File: config.mk
export PLATFORM = sky130hd
export DESIGN_NAME = dp_controller
export DESIGN_NICKNAME = d
export VERILOG_FILES = /design/src/rtl/dp_controller.sv
export SDC_FILE = /design/constraint.sdc
export NUM_CORES = 1
export LEC_CHECK = 0
export BUFFER_PORTS_ARGS = -buffer_cell sky130_fd_sc_hd__buf_2
export CORE_AREA = 2 2 39 41
export DETAILED_ROUTE_END_ITERATION = 6
export DIE_AREA = 0 0 41 43
export GPL_TIMING_DRIVEN = 1
export HOLD_SLACK_MARGIN = 0.02
export PLACE_DENSITY = 0.62
export SYNTH_ARGS = -nofsm -noshare
export SYNTH_HDL_FRONTEND = slang
export SYNTH_SLANG_ARGS = --single-unit
File: constraint.sdc
create_clock -name Clock -period 1.4 [get_ports Clock]
set_input_delay 0.14 -clock Clock [delete_from_list [all_inputs] [get_ports Clock]]
set_output_delay 0.14 -clock Clock [all_outputs]
set_load 0.005 [all_outputs]
File: src/rtl/dp_controller.sv
// dp_controller: fetch/decode/execute sequencer for the 8-bit accumulator
// datapath. Drives every datapath control line from the state register.
// JZ, JPOS and INPUT also use the current inputs, Mealy style.
//
// Ports:
//   Clock    in   system clock (divided clock from the top level)
//   Reset    in   synchronous active-high reset
//   IR[2:0]  in   opcode from the instruction register
//   Aeq0     in   accumulator == 0
//   Apos     in   accumulator > 0 (signed)
//   Enter    in   user confirm for INPUT, synchronous to Clock
//   IRload   out  load IR from memory
//   JMPmux   out  PC source: 1 = IR address field, 0 = PC+1
//   PCload   out  load PC
//   Meminst  out  memory address source: 1 = IR address field, 0 = PC
//   MemWr    out  memory write strobe
//   Asel     out  accumulator source: 00 add/sub, 01 Input, 10 memory
//   Aload    out  load accumulator
//   Sub      out  1 = subtract, 0 = add
//   Halt     out  high while in HALT
//   State    out  current state code, for LEDs and checkers
//
// Enter handshake: INPUT waits until the enter condition is seen.
// With ENTER_EDGE=1, the condition is a rising edge of Enter. With
// ENTER_EDGE=0, the condition is Enter at level high. The accumulator
// loads in the cycle the condition holds, and the FSM leaves INPUT on that
// same clock edge.
module dp_controller #(
  parameter bit ENTER_EDGE = 1'b1
) (
  input  logic       Clock,
  input  logic       Reset,
  input  logic [2:0] IR,
  input  logic       Aeq0,
  input  logic       Apos,
  input  logic       Enter,
  output logic       IRload,
  output logic       JMPmux,
  output logic       PCload,
  output logic       Meminst,
  output logic       MemWr,
  output logic [1:0] Asel,
  output logic       Aload,
  output logic       Sub,
  output logic       Halt,
  output logic [3:0] State
);

  localparam logic [3:0] S_START  = 4'd0;
  localparam logic [3:0] S_FETCH  = 4'd1;
  localparam logic [3:0] S_DECODE = 4'd2;
  localparam logic [3:0] S_LOAD   = 4'd3;
  localparam logic [3:0] S_STORE  = 4'd4;
  localparam logic [3:0] S_ADD    = 4'd5;
  localparam logic [3:0] S_SUB    = 4'd6;
  localparam logic [3:0] S_INPUT  = 4'd7;
  localparam logic [3:0] S_JZ     = 4'd8;
  localparam logic [3:0] S_JPOS   = 4'd9;
  localparam logic [3:0] S_HALT   = 4'd10;

  logic [3:0] state_q;
  logic [3:0] state_d;
  logic       enter_q;
  logic       enter_ok;

  // enter_q resets to 1. An Enter that is held high through reset
  // therefore does not count as a rising edge.
  always_ff @(posedge Clock) begin
    if (Reset) begin
      state_q <= S_START;
      enter_q <= 1'b1;
    end else begin
      state_q <= state_d;
      enter_q <= Enter;
    end
  end

  assign enter_ok = ENTER_EDGE ? (Enter & ~enter_q) : Enter;
  assign State    = state_q;

  always_comb begin
    state_d = S_START;
    unique case (state_q)
      S_START:  state_d = S_FETCH;
      S_FETCH:  state_d = S_DECODE;
      S_DECODE: begin
        unique case (IR)
          3'b000: state_d = S_LOAD;
          3'b001: state_d = S_STORE;
          3'b010: state_d = S_ADD;
          3'b011: state_d = S_SUB;
          3'b100: state_d = S_INPUT;
          3'b101: state_d = S_JZ;
          3'b110: state_d = S_JPOS;
          default: state_d = S_HALT;
        endcase
      end
      S_INPUT:  state_d = enter_ok ? S_START : S_INPUT;
      S_HALT:   state_d = S_HALT;
      // Execute states, and the illegal codes 11-15, all go to START.
      default:  state_d = S_START;
    endcase
  end

  always_comb begin
    IRload  = 1'b0;
    JMPmux  = 1'b0;
    PCload  = 1'b0;
    Meminst = 1'b0;
    MemWr   = 1'b0;
    Asel    = 2'b00;
    Aload   = 1'b0;
    Sub     = 1'b0;
    Halt    = 1'b0;
    unique case (state_q)
      S_FETCH: begin
        IRload = 1'b1;
        PCload = 1'b1;
      end
      S_DECODE: Meminst = 1'b1;
      S_LOAD: begin
        Meminst = 1'b1;
        Asel    = 2'b10;
        Aload   = 1'b1;
      end
      S_STORE: begin
        Meminst = 1'b1;
        MemWr   = 1'b1;
      end
      S_ADD: begin
        Meminst = 1'b1;
        Aload   = 1'b1;
      end
      S_SUB: begin
        Meminst = 1'b1;
        Aload   = 1'b1;
        Sub     = 1'b1;
      end
      S_INPUT: begin
        Asel  = 2'b01;
        Aload = enter_ok;
      end
      // The flags are stable here because A is not loaded in FETCH or DECODE.
      S_JZ: begin
        JMPmux = 1'b1;
        PCload = Aeq0;
      end
      S_JPOS: begin
        JMPmux = 1'b1;
        PCload = Apos;
      end
      S_HALT:  Halt = 1'b1;
      default: ;
    endcase
  end

endmodule

Word-level counts from Yosys, hierarchy flattened
Index checks and enable logic that the tools add are counted.
{"block": "totals", "in_bits": 8, "register_bits": 5, "rom_bits": 0, "out_inout_bits": 14, "latchBits": 0, "ram_bits": 0, "word_cells": 37, "memories": 0}
{"block": "op_classes", "eq_ne": 16, "mux": 12, "reduce_logical": 5, "div_mod_pow": 0, "add_sub_neg": 0, "n_mul": 0, "n_bitwise": 2, "shift": 0, "magnitude_cmp": 0}
{"operator": "4-bit case mux with 7 select lines", "count": 1}
{"operator": "4-bit case mux with 5 select lines", "count": 1}
{"operator": "4-bit by 3-bit == test with 1-bit output, second input constant", "count": 4}
{"operator": "4-bit == test, second input constant", "count": 3}
{"operator": "3-bit == test, second input constant", "count": 3}
{"operator": "4-bit by 2-bit == test with 1-bit output, second input constant", "count": 2}
{"operator": "3-bit by 2-bit == test with 1-bit output, second input constant", "count": 2}
{"operator": "1-bit two-way mux", "count": 6}
{"operator": "5-bit OR reduction", "count": 1}
{"operator": "4-bit by 1-bit == test with 1-bit output, second input constant", "count": 1}
{"operator": "4-bit zero test", "count": 1}
{"operator": "2-bit case mux with 2 select lines", "count": 1}
{"operator": "3-bit by 1-bit == test with 1-bit output, second input constant", "count": 1}
{"operator": "3-bit zero test", "count": 1}
{"operator": "3-bit two-way mux", "count": 1}
{"operator": "1-bit case mux with 3 select lines", "count": 1}
{"operator": "3-bit OR reduction", "count": 1}
{"operator": "1-bit case mux with 2 select lines", "count": 1}
{"operator": "2-bit OR reduction", "count": 1}
{"operator": "1-bit bitwise AND", "count": 1}
{"operator": "1-bit NOT", "count": 1}

Logic depth before layout (Yosys ltp)
{"block": "depth", "word_depth": 4, "depth_mapped": 5, "depth_no_buf": 4}

Worst setup path before layout
Ideal clock, no wire load.
{"block": "synth_path", "kind": "register to output", "start": "register state_q[0], in the netlist State[0]", "end": "output port Aload", "path_buffers": 1, "t_required_ns": 1.260, "arrival_time_ns": 0.995, "slack_ns": 0.265, "stages_incl_launch_ff": 5, "path_cell_list": "dfxtp_1 > clkbuf_8 > nand2_1 > nor2_1 > a2111oi_2"}
{"block": "synth_via", "elab_chain_cells": 3, "word_cells_on_any_way": 6, "classes_between": "eq/ne: 4; mux: 1; reduce/logical: 1"}
{"element": "start: declaration", "line": "61", "source": "logic [3:0] state_q;"}
{"element": "start signal: assignment", "line": "73", "source": "state_q <= state_d;"}
{"element": "4-bit by 3-bit == test with 1-bit output or 4-bit by 2-bit == test with 1-bit output (tied branches)", "line": "115", "source": "unique case (state_q)"}
{"element": "3-bit OR reduction (no source line)"}
{"element": "1-bit case mux with 2 select lines (*)", "line": "115"}
{"element": "end: declaration", "line": "43", "source": "output logic Aload,"}
Every way passes the cells marked *; elsewhere a longest branch is shown, timed or not.

Final worst setup path
{"block": "layout_path", "start": "register state_q[2], in the netlist State[2]", "end": "output port Meminst"}
{"block": "layout_via", "elab_chain_cells": 3, "word_cells_on_any_way": 7, "classes_between": "eq/ne: 5; mux: 1; reduce/logical: 1"}
{"element": "4-bit by 3-bit == test with 1-bit output or 4-bit by 2-bit == test with 1-bit output (tied branches)", "line": "115"}
{"element": "5-bit OR reduction (no source line) (*)"}
{"element": "1-bit two-way mux (*)", "line": "115"}
{"element": "end: declaration", "line": "40", "source": "output logic Meminst,"}
Marks and branches as above.

==> qor.csv <==
metric,value,unit
tightest_slew,372,ps
route.vias.total,452,
power_density,1400,mW/mm^2
cts_sinks,5,
io_pins,22,
post-route-period-util,0.952,
syn_area_per_cell,7.86,sq um
antenna_cells,0,
grt_pass1_vias,370,
grt_overflow,0,
clock-root-buffer,clkbuf_4,
final_common_cell,buf_2,
irDropWorstVdd,819,uV
rsz0062_at_grt,yes,
most-common-layout-cells,"buf_2 (21), nor2_1 (5), buf_4 (5)",
hold_class,in -> reg,
antenna_found_initial,0,
crit_type,reg -> out,
cp_num_buf_inv,1,
place_congestion,0.794,
insertion_delay,240,ps
drive_above_1_share,0.605,
drt_pass1_iterations,4,
slowest_stage,dfxtp_4,
fin_cells,92,
fillers,153,
fp.dieW,41,um
p_int,503,uW
status,"complete, no violations",
grt_max_degree,13,
portBuffers,21,
max_stage_delay,370,ps
clockPowerShare,0.208,
fin_crit,1330,ps
p_sw,298,uW
start_util,0.284,
tns,0,ps
finalMaxSlewViolations,0,
netlist_area,393,sq um
vias_per_cell,4.91,
synth_top_area_share,0.255,
drc,0,
grt_pass1_wl,1500,um
pwr-share-seq,0.306,
ys_warn_count,0,
ant_nets,0,
synth_nets,58,
synth_area_leaders,"dfxtp_1 (25%), a21oi_1 (6.4%), buf_6 (5.7%), nor2_1 (5.7%), nand3_1 (5.1%)",
wire_per_inst,10.6,um
hold_violations,0,
synthCells,50,
clk_path_buf_depth,2,
htree_num_levels,1,
seq_area_frac_synth,0.255,
synth_cell_type_count,25,
crit_path_end_kind,output port,
rows,14,
pre_cts_slack,143,ps
setup_viol,0,
whs,97.1,ps
setup_ws,67.7,ps
final_util,0.414,
ys_ff_latch,5,
worst_path_dominant_cell_family,simple AND/OR/NAND/NOR gates,
placedCellCount,87,
p_leak,0.000274,uW
drt-total-wl,979,um
clock_skew,1.85,ps
drtIter0Drc,2,
swShare,0.372,
path_max_fanout,9,
num-nets-final,85,
die-area,0.00176,sq mm
timing.fmax,751,MHz
grtUsageTotal,0.124,
die_y,43,um
arrival,1190,ps
synth_top_area_cell,dfxtp_1,
cts_tree,built,
share_comb_of_total_power,0.486,
dpl.hpwl,772,um
coreArea,0.00138,sq mm
maxSlewHeadroom,0.746,
critical_path.startpoint_type,flip-flop,
worstPathCellList,or2_4 -> and3_2 -> buf_2,
drv_cap,0,
cts_buffers,3,
clkTransAtPathRegs,40,ps
worstPathRequired,1260,ps
syn_to_final_growth,45.9,%
==> power by group through the flow <==
stage / clock network (uW) / registers [uW] / logic, uW
5_1_grt: 181 / 251 / 437
3_5_place_dp: 0 / 233 / 342
3_3_place_gp: 0 / 232 / 336
2_1_floorplan: 0 / 196 / 294
6_report: 167 / 245 / 390
4_1_cts: 175 / 256 / 355
==> cell type report <==
cell class | count | area [sq um] | area share
inverter | 1 | 3.75 | 0.00655
multi-input combinational | 40 | 268 | 0.467
clock buffer | 4 | 26.3 | 0.0459
sequential | 5 | 113 | 0.197
timing repair buffer | 26 | 143 | 0.249
tap | 16 | 20.0 | 0.0349
==> layer usage <==
metal	global-route usage	up-vias	wire (um)
met5	0	-	0
met4	0.0800	0	0
met3	0.0157	0	80
met2	0.175	19	456
met1	0.168	199	443
li1	-	234	-
==> path summary, 6_finish.rpt <==
path	from	to	slack, ps	cells after the start
max	State[2]	Meminst	70	3
min	Enter	enter_q	100	2
max reg2reg	State[0]	State[3]	200	3
min reg2reg	State[2]	State[0]	580	2
==> what timing repair did <==
action                     4_1_cts  5_1_grt
gates resized for setup          9        5
hold buffers                     0        0
cloned                           0        0
pin swaps                        1        1
buffers inserted                 0        1
setup endpoints to repair        5        6
==> registers in the layout (all words and copies together), names as in the netlist <==
signal	count
State	4
enter_q	1
==> cells in the mapped netlist (all sizes together) <==
cell	n
a2111oi	2
a2111o	1
or2	2
nand2b	1
a21oi	6
and3	1
nor2	6
inv	1
clkbuf	1
nand2	3
nor4b	1
nand3b	1
o21bai	1
nor2b	1
buf	3
o21ai	4
dfxtp	5
nand3	4
nor3	4
xnor2	1
or3	1
==> worst register-to-register path: cells and delay by family (launching register included) <==
family	cells	cell delay [ps]
flops	1	360
simple gates	1	160
compound gates	1	390
buf+inv	1	160
==> per-stage QoR <==
stage / cell area [sq um] / power, uW
floorplan: 393 / 490
global placement: 504 / 568
detailed placement: 504 / 576
CTS: 556 / 785
global route: 573 / 869
finish: 573 / 801
==> logic make-up after synthesis <==
logic type,count (synthesis),synth area share
AOI/OAI and AO/OA,14,0.245
DFF,5,0.255
and+or+nand+nor,25,0.357
xor gates and xnor gates,1,0.0223
buffers and inverters,5,0.121
No activity file was read; power rests on OpenSTA's default activity.
